File: src/rtl/gpreg_bank_swap.sv
// gpreg_bank_swap: exchanges R0..R7 with the banked copies CC8..CC15 whenever
// the requested register bank differs from the resident one, stalling the
// pipeline meanwhile; otherwise a transparent path to the GPR file.
// Optional build macro GPREG_SWAP_OVERLAP_EN merges each pair's live-register
// write with the next pair's live-register read (2*NPAIRS+1 busy cycles
// instead of 3*NPAIRS).
module gpreg_bank_swap #(
    parameter int unsigned NPAIRS    = 8,
    parameter logic [6:0]  REG_BASE  = 7'h00,
    parameter logic [6:0]  BANK_BASE = 7'h58
) (
    input  logic        clk,
    input  logic        reset,
    input  logic        reqBank,
    output logic        curBank,
    output logic        swapBusy,
    output logic        dropErr,
    input  logic        pipeIsWr,
    input  logic        pipeIsQw,
    input  logic [6:0]  pipeIdRegD,
    input  logic [63:0] pipeDataD,
    input  logic [6:0]  pipeIdReg3,
    output logic [63:0] pipeData3,
    output logic        rfIsWr,
    output logic        rfIsQw,
    output logic [6:0]  rfIdRegD,
    output logic [63:0] rfDataD,
    output logic [6:0]  rfIdReg3,
    input  logic [63:0] rfData3
);

    localparam int unsigned IDX_W = (NPAIRS > 1) ? $clog2(NPAIRS) : 1;
    localparam logic [IDX_W-1:0] LAST_IDX = IDX_W'(NPAIRS - 1);

    typedef enum logic [2:0] {
        IDLE   = 3'd0,
        RD_R   = 3'd1,
        XCHG_C = 3'd2,
        WR_R   = 3'd3,
        WR_RD  = 3'd4
    } state_t;

    state_t           state;
    logic [IDX_W-1:0] idx;
    logic [63:0]      tmpA;
    logic [63:0]      tmpB;
    logic [6:0]       regId;
    logic [6:0]       bankId;

    // Register IDs of the pair being exchanged; 7-bit wrap is intentional
    assign regId  = REG_BASE + 7'(idx);
    assign bankId = BANK_BASE + 7'(idx);

`ifdef GPREG_SWAP_OVERLAP_EN
    logic [6:0] regIdNext;
    assign regIdNext = regId + 7'd1;
`endif

    // A pipeline write arriving while the swap owns the write port is lost
    assign dropErr = swapBusy & pipeIsWr;

    // Swap sequencer: reads live reg, exchanges with banked reg, writes back
    always_ff @(posedge clk) begin
        if (reset) begin
            state    <= IDLE;
            curBank  <= 1'b0;
            swapBusy <= 1'b0;
            idx      <= '0;
            tmpA     <= '0;
            tmpB     <= '0;
        end else begin
            case (state)
                IDLE: begin
                    if (reqBank != curBank) begin
                        state    <= RD_R;
                        idx      <= '0;
                        swapBusy <= 1'b1;
                    end
                end
                RD_R: begin
                    tmpA  <= rfData3;
                    state <= XCHG_C;
                end
                XCHG_C: begin
                    tmpB <= rfData3;
`ifdef GPREG_SWAP_OVERLAP_EN
                    state <= (idx == LAST_IDX) ? WR_R : WR_RD;
`else
                    state <= WR_R;
`endif
                end
                WR_R: begin
                    if (idx == LAST_IDX) begin
                        state    <= IDLE;
                        idx      <= '0;
                        curBank  <= ~curBank;
                        swapBusy <= 1'b0;
                    end else begin
                        idx   <= idx + IDX_W'(1);
                        state <= RD_R;
                    end
                end
`ifdef GPREG_SWAP_OVERLAP_EN
                WR_RD: begin
                    tmpA  <= rfData3;
                    idx   <= idx + IDX_W'(1);
                    state <= XCHG_C;
                end
`endif
                default: begin
                    state    <= IDLE;
                    swapBusy <= 1'b0;
                end
            endcase
        end
    end

    // GPR port steering: pass-through when idle, swap moves when busy
    always_comb begin
        rfIsWr    = pipeIsWr;
        rfIsQw    = pipeIsQw;
        rfIdRegD  = pipeIdRegD;
        rfDataD   = pipeDataD;
        rfIdReg3  = pipeIdReg3;
        pipeData3 = rfData3;
        if (state != IDLE) begin
            rfIsWr    = 1'b0;
            rfIsQw    = 1'b0;
            rfIdRegD  = '0;
            rfDataD   = '0;
            rfIdReg3  = '0;
            pipeData3 = '0;
            case (state)
                RD_R: begin
                    rfIdReg3 = regId;
                end
                XCHG_C: begin
                    rfIdReg3 = bankId;
                    rfIsWr   = 1'b1;
                    rfIsQw   = 1'b1;
                    rfIdRegD = bankId;
                    rfDataD  = tmpA;
                end
                WR_R: begin
                    rfIsWr   = 1'b1;
                    rfIsQw   = 1'b1;
                    rfIdRegD = regId;
                    rfDataD  = tmpB;
                end
`ifdef GPREG_SWAP_OVERLAP_EN
                WR_RD: begin
                    rfIsWr   = 1'b1;
                    rfIsQw   = 1'b1;
                    rfIdRegD = regId;
                    rfDataD  = tmpB;
                    rfIdReg3 = regIdNext;
                end
`endif
                default: begin
                    rfIsWr = 1'b0;
                end
            endcase
        end
    end

endmodule

File: config.mk
export PLATFORM = sky130hd
export DESIGN_NAME = gpreg_bank_swap
export DESIGN_NICKNAME = d
export VERILOG_FILES = /design/src/rtl/gpreg_bank_swap.sv
export SDC_FILE = /design/constraint.sdc
export NUM_CORES = 1
export LEC_CHECK = 0
export CAP_MARGIN = 5
export CELL_PAD_IN_SITES_DETAIL_PLACEMENT = 1
export CELL_PAD_IN_SITES_GLOBAL_PLACEMENT = 1
export CORE_MARGIN = 3
export CORE_UTILIZATION = 34
export DETAILED_ROUTE_END_ITERATION = 6
export PLACE_DENSITY_LB_ADDON = 0.1
export SLEW_MARGIN = 30
export SYNTH_ARGS = -nofsm -noshare
export SYNTH_HDL_FRONTEND = slang
export SYNTH_SLANG_ARGS = --single-unit
File: constraint.sdc
create_clock -name clk -period 2.6 [get_ports clk]
set_input_delay 0.52 -clock clk [delete_from_list [all_inputs] [get_ports clk]]
set_output_delay 0.52 -clock clk [all_outputs]
set_load 0.03 [all_outputs]
# Yosys cells after proc, flatten, opt, wreduce, memory -nomap -nowiden

Cells that the tools add are included.

Bits of input ports: 147
Output and inout bits: 147
Flip-flop bits (word level): 136

Multiplexer cells: 19
Bitwise operators: 3
Equal/unequal tests: 7
Add/subtract/negate cells: 2
Reduce and logical (&&, ||, !) cells: 8

Operators by type and width:

| cell                                                                  | count |
|---|---|
| 64-bit 2-to-1 mux                                                     | 2 |
| 64-bit one-hot mux with 2 select lines                                | 1 |
| 7-bit one-hot mux with 2 select lines                                 | 2 |
| 7-bit 2-to-1 mux                                                      | 2 |
| 3-bit one-hot mux with 4 select lines                                 | 1 |
| 3-bit 2-to-1 mux                                                      | 3 |
| 7-bit by 3-bit adder with 7-bit output, first input constant          | 1 |
| 3-bit by 2-bit equality test with 1-bit output, second input constant | 2 |
| 1-bit 2-to-1 mux                                                      | 6 |
| 3-bit one-hot mux with 2 select lines                                 | 1 |
| 2-bit != test, second input constant                                  | 2 |
| 2-bit AND reduction                                                   | 2 |
| 2-bit OR reduction                                                    | 2 |
| 3-bit by 1-bit adder with 3-bit output, second input constant         | 1 |
| 3-bit by 1-bit equality test with 1-bit output, second input constant | 1 |
| 3-bit equality test, second input constant                            | 1 |
| 3-bit zero test                                                       | 1 |
| 1-bit one-hot mux with 3 select lines                                 | 1 |
| 3-bit AND reduction                                                   | 1 |
| 3-bit nonzero test                                                    | 1 |
| 1-bit NOT                                                             | 2 |
| 2-bit nonzero test                                                    | 1 |
| 1-bit bitwise AND                                                     | 1 |
| 1-bit != test                                                         | 1 |

# Logic depth before layout (Yosys ltp)

Gate-level depths: netlist of run 1.

Depth after elaboration: 4
Gate-level depth with buffers: 7
Depth with buffers taken out: 5

# Worst setup path before layout of run 1

No wires, ideal clock.

Path kind: flip-flop to output port
Start point: register state[0]
End point: output port rfDataD[30]
Arrival time: 1.922 ns
Stages on the path, launching flop included: 6
Path slack: 0.158 ns
Data required time: 2.080 ns
Cells stage by stage: dfxtp_1 inv_1 ha_1 buf_2 clkbuf_1 o31ai_1

Word-level cells in the longest chain between the ends: 3

RTL lines:

| what                                           | RTL line | source |
|---|---|---|
| start, declared                                | 43       | `state_t state;` |
| start signal, assigned                         | 65       | `state <= IDLE;` |
| start signal, assigned                         | 75       | `state <= RD_R;` |
| start signal, assigned                         | 82       | `state <= XCHG_C;` |
| 3-bit by 2-bit equality test with 1-bit output | 133      | `case (state)` |
| 64-bit one-hot mux with 2 select lines         | 133      |  |
| 64-bit 2-to-1 mux (*)                          | 126      | `if (state != IDLE) begin` |
| end, declared                                  | 27       | `output logic [63:0] rfDataD,` |

Every way passes the cells marked *; elsewhere a longest branch is shown, timed or not.

# Worst setup path in the final report of run 1

Start point: register state[0]
End point: output port rfDataD[31]

The elaborated chain is that of the path after synthesis.

==> impl_metrics.ini, run 1 <==
[status]
outcome = finished, final reports clean

[yosys]
synth.ff_latch_count = 135
synth-warning-count = 0
postSynthCellCount = 867
synth-compound-area-share_pct = 21.4
synth.area.mux_share_pct = 17.3
combinational_family_with_the_most_area_after_synthesis = compound AO/OA/AOI/OAI gates
syn-cell-area_sq_um = 7470
postSynthNetCount = 1022
yosys.area_share.xor_xnor_pct = 0.469
synth-simple-area-share_pct = 17.4
post_synthesis_mean_instance_area_sq_um = 8.61
seq_area_frac_synth_pct = 36.2
synth_cell_type_count = 30
post_synth_fa_ha_maj_area_fraction_pct = 1.34

[critical_path]
r2r_start = state[0]
r2r_end = state[0]
timing.critical_path.to_type = primary output
ff2ff_setup_slack_ns = 0.73
worstPathMaxFanout = 15
worst-r2r-cell-count = 5
worstSetupPathType = flop to primary output
worstPathArrival_ns = 2.00
required_time_of_the_critical_path_ns = 2.08
crit_path_launch_type = flop

[sta]
max-slew-margin-rel_pct = 55.4
fin_worst_skew_ns = 0.00557
finalCriticalPeriod_ns = 2.52
final.setup.worst_slack_ns = 0.0770
final-hold-violation-count = 0
worst_slew_pin_slew_ns = 0.669
number_of_pins_with_negative_max_slew_slack_in_the_final_report = 0
timing.final.crit_share_pct = 97.0
setup-tns-final_ns = 0
highest_clock_frequency_the_design_can_meet_mhz = 396
rsz0062_at_grt = yes
setup_viol = 0

[pwr]
power.share.clock_pct = 17.5
internal_power_w = 0.00764
cellLeakagePower_nw = 4.42
vdd_drop_max_v = 0.000630
p_comb_share_pct = 62.4
switching_share_pct = 46.5
power.share.sequential_pct = 20.1
power.switching_w = 0.00664
power_density_nw_per_um2 = 1260

[clock_tree]
max-clock-path-buffers = 2
cts_max_level = 4
clock_tree_from_tritoncts = done
cts_made_buffers = 17
insertion_delay_ns = 0.41
clkSinkCount = 135
holdBufCountCts = 0
cts.reportedPaths.clkPinSlew_ns = 0.06
cts.root.buffer_cell = sky130_fd_sc_hd__clkbuf_16

[layout]
diodes = 0
final_common_cell = sky130_fd_sc_hd__clkdlybuf4s50_1
synthToLayoutAreaGrowth_pct = 51.3
num-fill-cells = 2461
fraction_of_final_layout_cells_sized_beyond_drive_strength_1_pct = 24.7
final_nets = 1290
most-common-layout-cells = 148 x sky130_fd_sc_hd__clkdlybuf4s50_1, 135 x sky130_fd_sc_hd__buf_4, 134 x sky130_fd_sc_hd__nor2_1

[routing]
wirelength_microns = 25500
drt_first_iter_violations = 233
route.detailed.wl_per_inst_microns = 17.9
drt-vias-per-instance = 5.09
detail-route-antenna-nets = 0
detail_route.drc_violations = 0
drt_first_pass_iters = 4
detailroute.via_count = 7245

[floorplanning]
coreArea_sq_um = 21300
dieArea_sq_um = 23800
starting_density_pct = 35.1
die_width_microns = 154
std_cell_rows = 53
vert_die_dim_microns = 154
floorplan.io_pins = 294

[placed_design]
io_buffer_count = 293
detailedPlace.worstSlack_ns = 0.156
gp_congestion = 0.755
dp_hpwl_microns = 16400

[run]
max_cap_violations = 0

[min_path]
min_path_type = flop to flop
worst_hold_path.num_cells = 2
timing.hold.worst_endpoint = tmpA[57]
hold_path.startpoint = tmpA[57]

[global_route]
vias_in_the_first_global_route = 7219
grt-ovfl-total = 0
grt_antenna_before_repair = 0
groute.usage.overall_pct = 19.5
wire_length_of_the_first_global_routing_pass_microns = 38200
grt_start_max_net_pins = 63
==> routing by layer <==
layer | global-route usage (%) | vias up | share of wire (%)
li1 | - | 3523 | -
met1 | 24.1 | 3492 | 44
met2 | 33.9 | 199 | 49
met3 | 4.48 | 31 | 5.2
met4 | 5.59 | 0 | 1.8
met5 | 0 | - | 0
==> worst max-delay path, cell delays in order, from the launching register on <==
cell and delay [ns]:
sky130_fd_sc_hd__dfxtp_4 0.39, sky130_fd_sc_hd__ha_4 0.19, sky130_fd_sc_hd__and2_4 0.27, sky130_fd_sc_hd__clkbuf_16 0.24, sky130_fd_sc_hd__a21oi_1 0.09, sky130_fd_sc_hd__o31ai_2 0.21
sky130_fd_sc_hd__buf_4 0.20
==> sequential cells by signal (all words and copies together) (netlist names) <==
signal    flops
tmpA         64
curBank       1
state         2
idx           3
tmpB         64
swapBusy      1
==> synthesized netlist by cell type (all sizes together) <==
cell type  count  area [sq um]
dfxtp        135          2700
nand2b         3          18.8
a211oi         2          15.0
nor3           2          10.0
a22oi          1          7.51
buf           42           280
a221oi         1          8.76
mux2i        129          1290
and2          67           419
o21ai          9          45.0
xor2           2          17.5
nand3          1          5.00
nor2b          1          6.26
clkbuf        35           131
o31ai         64           776
o32ai          1          8.76
xnor2          2          17.5
a21oi        130           726
inv            7          26.3
a211o          1          8.76
o22ai          1          6.26
nand2         88           330
nor2         134           503
ha             8           100
nand3b         1          7.51
==> repair_timing <==
action	4_1_cts	5_1_grt
gates resized for setup	31	15
pin swaps	2	8
buffers inserted	1	3
setup endpoints to repair	115	71
cloned	2	7
endpoints found under the hold margin	0	0
==> logic make-up (layout without fill, tap and decap cells) <==
group / Yosys count / count (layout)
compound gates: 210 / 210
xor+xnor: 4 / 4
fa+ha+maj: 8 / 8
buf+inv: 84 / 365
flops: 135 / 135
mux: 129 / 129
simple gates: 297 / 297
==> through the flow <==
step           power (W)  cell area, sq um  hold WS (ns)  util, %  std cells
2_1_floorplan    0.00854              7470         0.461        -        867
3_3_place_gp      0.0112             10300         0.473     48.6       1378
3_5_place_dp      0.0114             10300         0.484     48.6       1378
4_1_cts           0.0140             11100         0.498     52.0       1413
5_1_grt           0.0151             11300         0.511     53.1       1423
6_report          0.0143             11300         0.489     53.1       1423
==> how the worst max path moves through the flow <==
stage               startpoint             to  slack (ns)  depth (start not counted)
floorplan             state[0]    rfDataD[30]        0.16                          5
global placement      state[0]  pipeData3[60]        0.20                          5
detailed placement    state[0]    rfIdReg3[6]        0.16                          6
CTS                   state[1]    rfDataD[17]      -0.009                          7
global route          state[0]    rfDataD[52]       -0.01                          6
finish                state[0]    rfDataD[31]        0.08                          6
==> power groups by stage <==
stage	combinational (W)	sequential (W)	clock, W
finish	0.00890	0.00287	0.00250
global route	0.00954	0.00293	0.00265
CTS	0.00857	0.00287	0.00256
detailed placement	0.00848	0.00288	0
global placement	0.00839	0.00286	0
floorplan	0.00572	0.00282	0
==> layout make-up <==
type	count	area, sq um	share of cell area (%)
clock buffers	18	439	3.89
repair buffers	326	3200	28.3
flip-flops and latches	135	2710	24.0
inverters	7	26.3	0.232
clock inverters	14	174	1.54
well taps	275	344	3.04
multi-input cells	648	4410	39.0
Note: power is estimated with default switching activity, not from simulation.
==> inputs of run 2 (changes only) <==
--- a/config.mk
+++ b/config.mk
@@ -9,7 +9,8 @@
 export CELL_PAD_IN_SITES_DETAIL_PLACEMENT = 1
 export CELL_PAD_IN_SITES_GLOBAL_PLACEMENT = 1
 export CORE_MARGIN = 3
-export CORE_UTILIZATION = 34
+export CORE_UTILIZATION = 28
+export CTS_BUF_LIST = sky130_fd_sc_hd__clkbuf_8
 export DETAILED_ROUTE_END_ITERATION = 6
 export PLACE_DENSITY_LB_ADDON = 0.1
 export SLEW_MARGIN = 30
==> impl_metrics.ini, run 2 (synthesized netlist as in run 1, its figures left out) <==
[layout]
synthToLayoutAreaGrowth_pct = 54.8
multiInputGateArea_sq_um = 4460
final_nets = 1308
most-common-layout-cells = 154 x sky130_fd_sc_hd__buf_4, 148 x sky130_fd_sc_hd__clkdlybuf4s50_1, 134 x sky130_fd_sc_hd__nor2_1
postLayoutCellArea_sq_um = 11600
finalNonFillerCells = 1499
final_common_cell = sky130_fd_sc_hd__buf_4
num-fill-cells = 3051
diodes = 0
seq_area_sq_um = 2710
final_core_util_pct = 44.2
reg.largest.list = tmpA (64), tmpB (64), idx (3)
fraction_of_final_layout_cells_sized_beyond_drive_strength_1_pct = 27.6

[run]
max_cap_violations = 0

[global_route]
grt_start_max_net_pins = 79
vias_in_the_first_global_route = 7073
grt-ovfl-total = 0
wire_length_of_the_first_global_routing_pass_microns = 39800
groute.usage.overall_pct = 17.3
grt_antenna_before_repair = 0

[clock_tree]
cts.reportedPaths.clkPinSlew_ns = 0.09
max-clock-path-buffers = 2
clkSinkCount = 135
cts_made_buffers = 17
cts.root.buffer_cell = sky130_fd_sc_hd__clkbuf_8
clock_tree_from_tritoncts = done
cts_max_level = 4
insertion_delay_ns = 0.44
holdBufCountCts = 0

[sta]
max-slew-margin-rel_pct = 63.8
fin_worst_skew_ns = 0.0146
number_of_pins_with_negative_max_slew_slack_in_the_final_report = 0
worst_slew_pin_slew_ns = 0.542
timing.final.crit_share_pct = 97.0
setup_viol = 0
highest_clock_frequency_the_design_can_meet_mhz = 396
rsz0062_at_grt = yes
finalCriticalPeriod_ns = 2.52
hold-worst-slack_ns = 0.473
final-hold-violation-count = 0

[pwr]
vdd_drop_max_v = 0.000489
cellLeakagePower_nw = 4.50
power_density_nw_per_um2 = 1230

[routing]
drt-vias-per-instance = 4.78
drt_first_pass_iters = 4
route.detailed.wl_per_inst_microns = 18.3
wirelength_microns = 27400
detail_route.drc_violations = 0
drt_first_iter_violations = 235
detailroute.via_count = 7159
detail-route-antenna-nets = 0

[placed_design]
gp_congestion = 0.695
dpl-instance-area_sq_um = 10400
io_buffer_count = 293
dp_hpwl_microns = 16600
placed_cells = 1436

[critical_path]
r2r_start = state[1]
worstSetupPathType = flop to primary output
critical_path.startpoint = state[0]
worstPathMaxFanout = 5
worstPathArrival_ns = 2.00
crit_path_launch_type = flop
timing.critical_path.to_type = primary output
required_time_of_the_critical_path_ns = 2.08

[floorplanning]
die_width_microns = 169
std_cell_rows = 59
starting_density_pct = 28.6
coreArea_sq_um = 26100
floorplan.io_pins = 294
dieArea_sq_um = 28700
vert_die_dim_microns = 169

[min_path]
min_path_type = primary input to flop
hold_path.startpoint = reset

[status]
outcome = finished, final reports clean
==> run 2: cell count changes in the layout (fill, tap and decap cells not counted), sizes merged <==
cell           change
inv                -3
buf               +29
dlymetal6s2s       +2
clkbuf             +1
bufinv             +5
clkdlybuf4s15      -1
clkinvlp           -3
dlygate4sd2       -14
==> run 2: path summary, 6_finish.rpt <==
path / to / cells after the start / slack (ns)
max: rfDataD[9] / 7 / 0.08
min: tmpB[12] / 2 / 0.47
max reg2reg: tmpB[27] / 7 / 0.85
min reg2reg: tmpA[7] / 2 / 0.50
==> run 2: where the power goes <==
| part | internal [W] | total, W | switching, W |
|---|---|---|---|
| clock | 0.00143 | 0.00229 | 0.000868 |
| sequential | 0.00255 | 0.00288 | 0.000332 |
| combinational | 0.00358 | 0.00902 | 0.00543 |
| total | 0.00756 | 0.0142 | 0.00663 |
==> run 2: final cells by class <==
| type | count | share of cell area, % |
|---|---|---|
| multi-input cells | 648 | 38.6 |
| repair buffers | 344 | 29.7 |
| flip-flops and latches | 135 | 23.4 |
| well taps | 335 | 3.62 |
| clock inverters | 13 | 2.41 |
| clock buffers | 17 | 2.02 |
| inverters | 7 | 0.281 |
==> run 2: metal layers <==
layer  track usage [%]  vias to the layer above  share of wire (%)
li1                  -                     3547                  -
met3              4.24                        9                5.2
met4              3.59                        0               0.49
met2              29.1                      183                 49
met1              22.6                     3420                 46
met5                 0                        -                  0
==> run 2: through the flow <==
step	TNS (ns)	setup slack [ns]	power, W
after floorplan	0	0.158	0.00854
final	0	0.0776	0.0142
after global placement	0	0.184	0.0113
after detailed placement	0	0.192	0.0114
after global routing	-0.647	-0.0538	0.0151
after CTS	-0.000592	-0.000592	0.0140
==> run 2: worst max-delay path, stage by stage (launching register included) <==
cell and delay [ns]:
sky130_fd_sc_hd__dfxtp_4 0.40, sky130_fd_sc_hd__ha_4 0.17, sky130_fd_sc_hd__and2_4 0.21, sky130_fd_sc_hd__buf_8 0.15, sky130_fd_sc_hd__buf_6 0.15, sky130_fd_sc_hd__a21oi_1 0.08, sky130_fd_sc_hd__o31ai_2 0.22, sky130_fd_sc_hd__buf_4 0.20
==> run 2: repair_timing <==
action                     CTS  global route
setup endpoints to repair  128           107
gates cloned                 4            11
pin swaps                    7            40
gates resized for setup     15            34
setup buffers               15             6
==> inputs of run 3 (changes only) <==
--- a/config.mk
+++ b/config.mk
@@ -12,6 +12,7 @@
 export CORE_UTILIZATION = 28
 export CTS_BUF_LIST = sky130_fd_sc_hd__clkbuf_8
 export DETAILED_ROUTE_END_ITERATION = 6
+export DONT_BUFFER_PORTS = 1
 export PLACE_DENSITY_LB_ADDON = 0.1
 export SLEW_MARGIN = 30
 export SYNTH_ARGS = -nofsm -noshare
==> impl_metrics.ini, run 3 (synthesized netlist as in run 1, its figures left out) <==
[critical_path]
crit_slowest_cell = sky130_fd_sc_hd__dfxtp_4
worstPathMaxFanout = 14
worstSetupPathType = flop to primary output
r2r_start = state[1]
timing.critical_path.to_type = primary output
worstPathArrival_ns = 1.97
critical_path.startpoint = state[1]
crit_path_launch_type = flop
timing.critical_path.cells = ha_4 -> and2_4 -> buf_12 -> a21oi_2 -> o31ai_2 -> buf_4
cpPeakStageDelay_ns = 0.42
required_time_of_the_critical_path_ns = 2.08

[clock_tree]
max-clock-path-buffers = 2
insertion_delay_ns = 0.44
cts.reportedPaths.clkPinSlew_ns = 0.09
clock_tree_from_tritoncts = done
cts_max_level = 4
clkSinkCount = 135
cts.root.buffer_cell = sky130_fd_sc_hd__clkbuf_8
cts_made_buffers = 17

[placed_design]
gp_congestion = 0.762
dp_hpwl_microns = 15900
io_buffer_count = 0
placed_cells = 1217

[floorplanning]
die_width_microns = 169
vert_die_dim_microns = 169
floorplan.io_pins = 294
dieArea_sq_um = 28700
coreArea_sq_um = 26100
std_cell_rows = 59
starting_density_pct = 28.6

[global_route]
grt_antenna_before_repair = 0
grt_start_max_net_pins = 138
vias_in_the_first_global_route = 6591
wire_length_of_the_first_global_routing_pass_microns = 38000
groute.usage.overall_pct = 16.6
grt-ovfl-total = 0

[sta]
max-slew-margin-rel_pct = 57.5
finalCriticalPeriod_ns = 2.49
final-hold-violation-count = 0
fin_worst_skew_ns = 0.0111
highest_clock_frequency_the_design_can_meet_mhz = 402
setup_viol = 0
timing.final.crit_share_pct = 95.8
rsz0062_at_grt = yes
worst_slew_pin_slew_ns = 0.635
number_of_pins_with_negative_max_slew_slack_in_the_final_report = 0

[layout]
finalNonFillerCells = 1263
diodes = 0
most-common-layout-cells = 133 x sky130_fd_sc_hd__nor2_1, 133 x sky130_fd_sc_hd__dfxtp_1, 129 x sky130_fd_sc_hd__mux2i_1
fraction_of_final_layout_cells_sized_beyond_drive_strength_1_pct = 25.4
synthToLayoutAreaGrowth_pct = 23.2
final_nets = 1072
reg.largest.list = tmpA (64), tmpB (64), idx (3)

[pwr]
power_density_nw_per_um2 = 1420
p_comb_share_pct = 61.6
vdd_drop_max_v = 0.000556
switching_share_pct = 49.2
power.share.sequential_pct = 22.3
power.total_w = 0.0131
cellLeakagePower_nw = 3.39
power.switching_w = 0.00643
power.share.clock_pct = 16.1
internal_power_w = 0.00665

[routing]
wirelength_microns = 25000
detailroute.via_count = 6374
met2RoutedLength_microns = 12200
route.detailed.wl_per_inst_microns = 19.8
top_signal_layer_used = met4
drt_first_iter_violations = 240
drt-vias-per-instance = 5.05
met1Wirelength_microns = 11100
detail-route-antenna-nets = 0
drt_first_pass_iters = 4
detail_route.drc_violations = 0
met3RoutedLength_microns = 1500

[run]
max_cap_violations = 0

[status]
outcome = finished, final reports clean

[min_path]
hold_path.startpoint = reset
min_path_type = primary input to flop
## run 3: layout make-up
cell class              count  area [sq um]
repair buffers            108          1120
clock buffers              17           234
fillers                  3035         16900
flip-flops and latches    135          2710
clock inverters            13           230
multi-input cells         648          4450
well taps                 335           419
inverters                   7          32.5
## run 3: final timing paths
check | end | slack [ns] | depth (start not counted)
max | rfDataD[14] | 0.11 | 6
min | tmpA[13] | 0.16 | 1
max reg2reg | state[0] | 0.81 | 5
min reg2reg | tmpA[56] | 0.50 | 2
## run 3: through the flow
stage	util [%]	hold slack, ns	TNS [ns]	worst slack (ns)	area (sq um)
floorplan	-	0.461	0	0.158	7470
global placement	31.8	0.473	0	0.256	8320
detailed placement	31.8	0.487	0	0.190	8320
CTS	34.6	0.106	-0.0702	-0.0132	9040
global route	35.2	0.102	-0.156	-0.0201	9200
finish	35.2	0.161	0	0.110	9200
## run 3: power groups by stage
stage	combinational (W)	clock [W]	sequential, W
after detailed placement	0.00749	0	0.00292
after global routing	0.00865	0.00229	0.00297
final	0.00806	0.00210	0.00291
after floorplan	0.00572	0	0.00282
after CTS	0.00785	0.00220	0.00289
after global placement	0.00738	0	0.00289
## run 3: critical path: cells and delay by family, from the launching register on
kind | cells | cell delay, ns
AO/OA/AOI/OAI | 2 | 0.32
adder cells (fa/ha/maj) | 1 | 0.17
buffers and inverters | 2 | 0.40
flip-flops | 1 | 0.42
AND/OR/NAND/NOR | 1 | 0.21
## run 3: repair_timing
action,4_1_cts,5_1_grt
pin swaps,3,5
resized for setup,25,26
buffers inserted,10,2
gates cloned,3,2
hold buffers,0,0
endpoints found under the hold margin,0,0
setup endpoints to repair,140,72
## run 3: routing by layer
metal	vias to the layer above	track usage, %
met5	-	0
met4	0	3.41
met3	10	4.57
met2	198	28.2
met1	3089	21.3
li1	3077	-
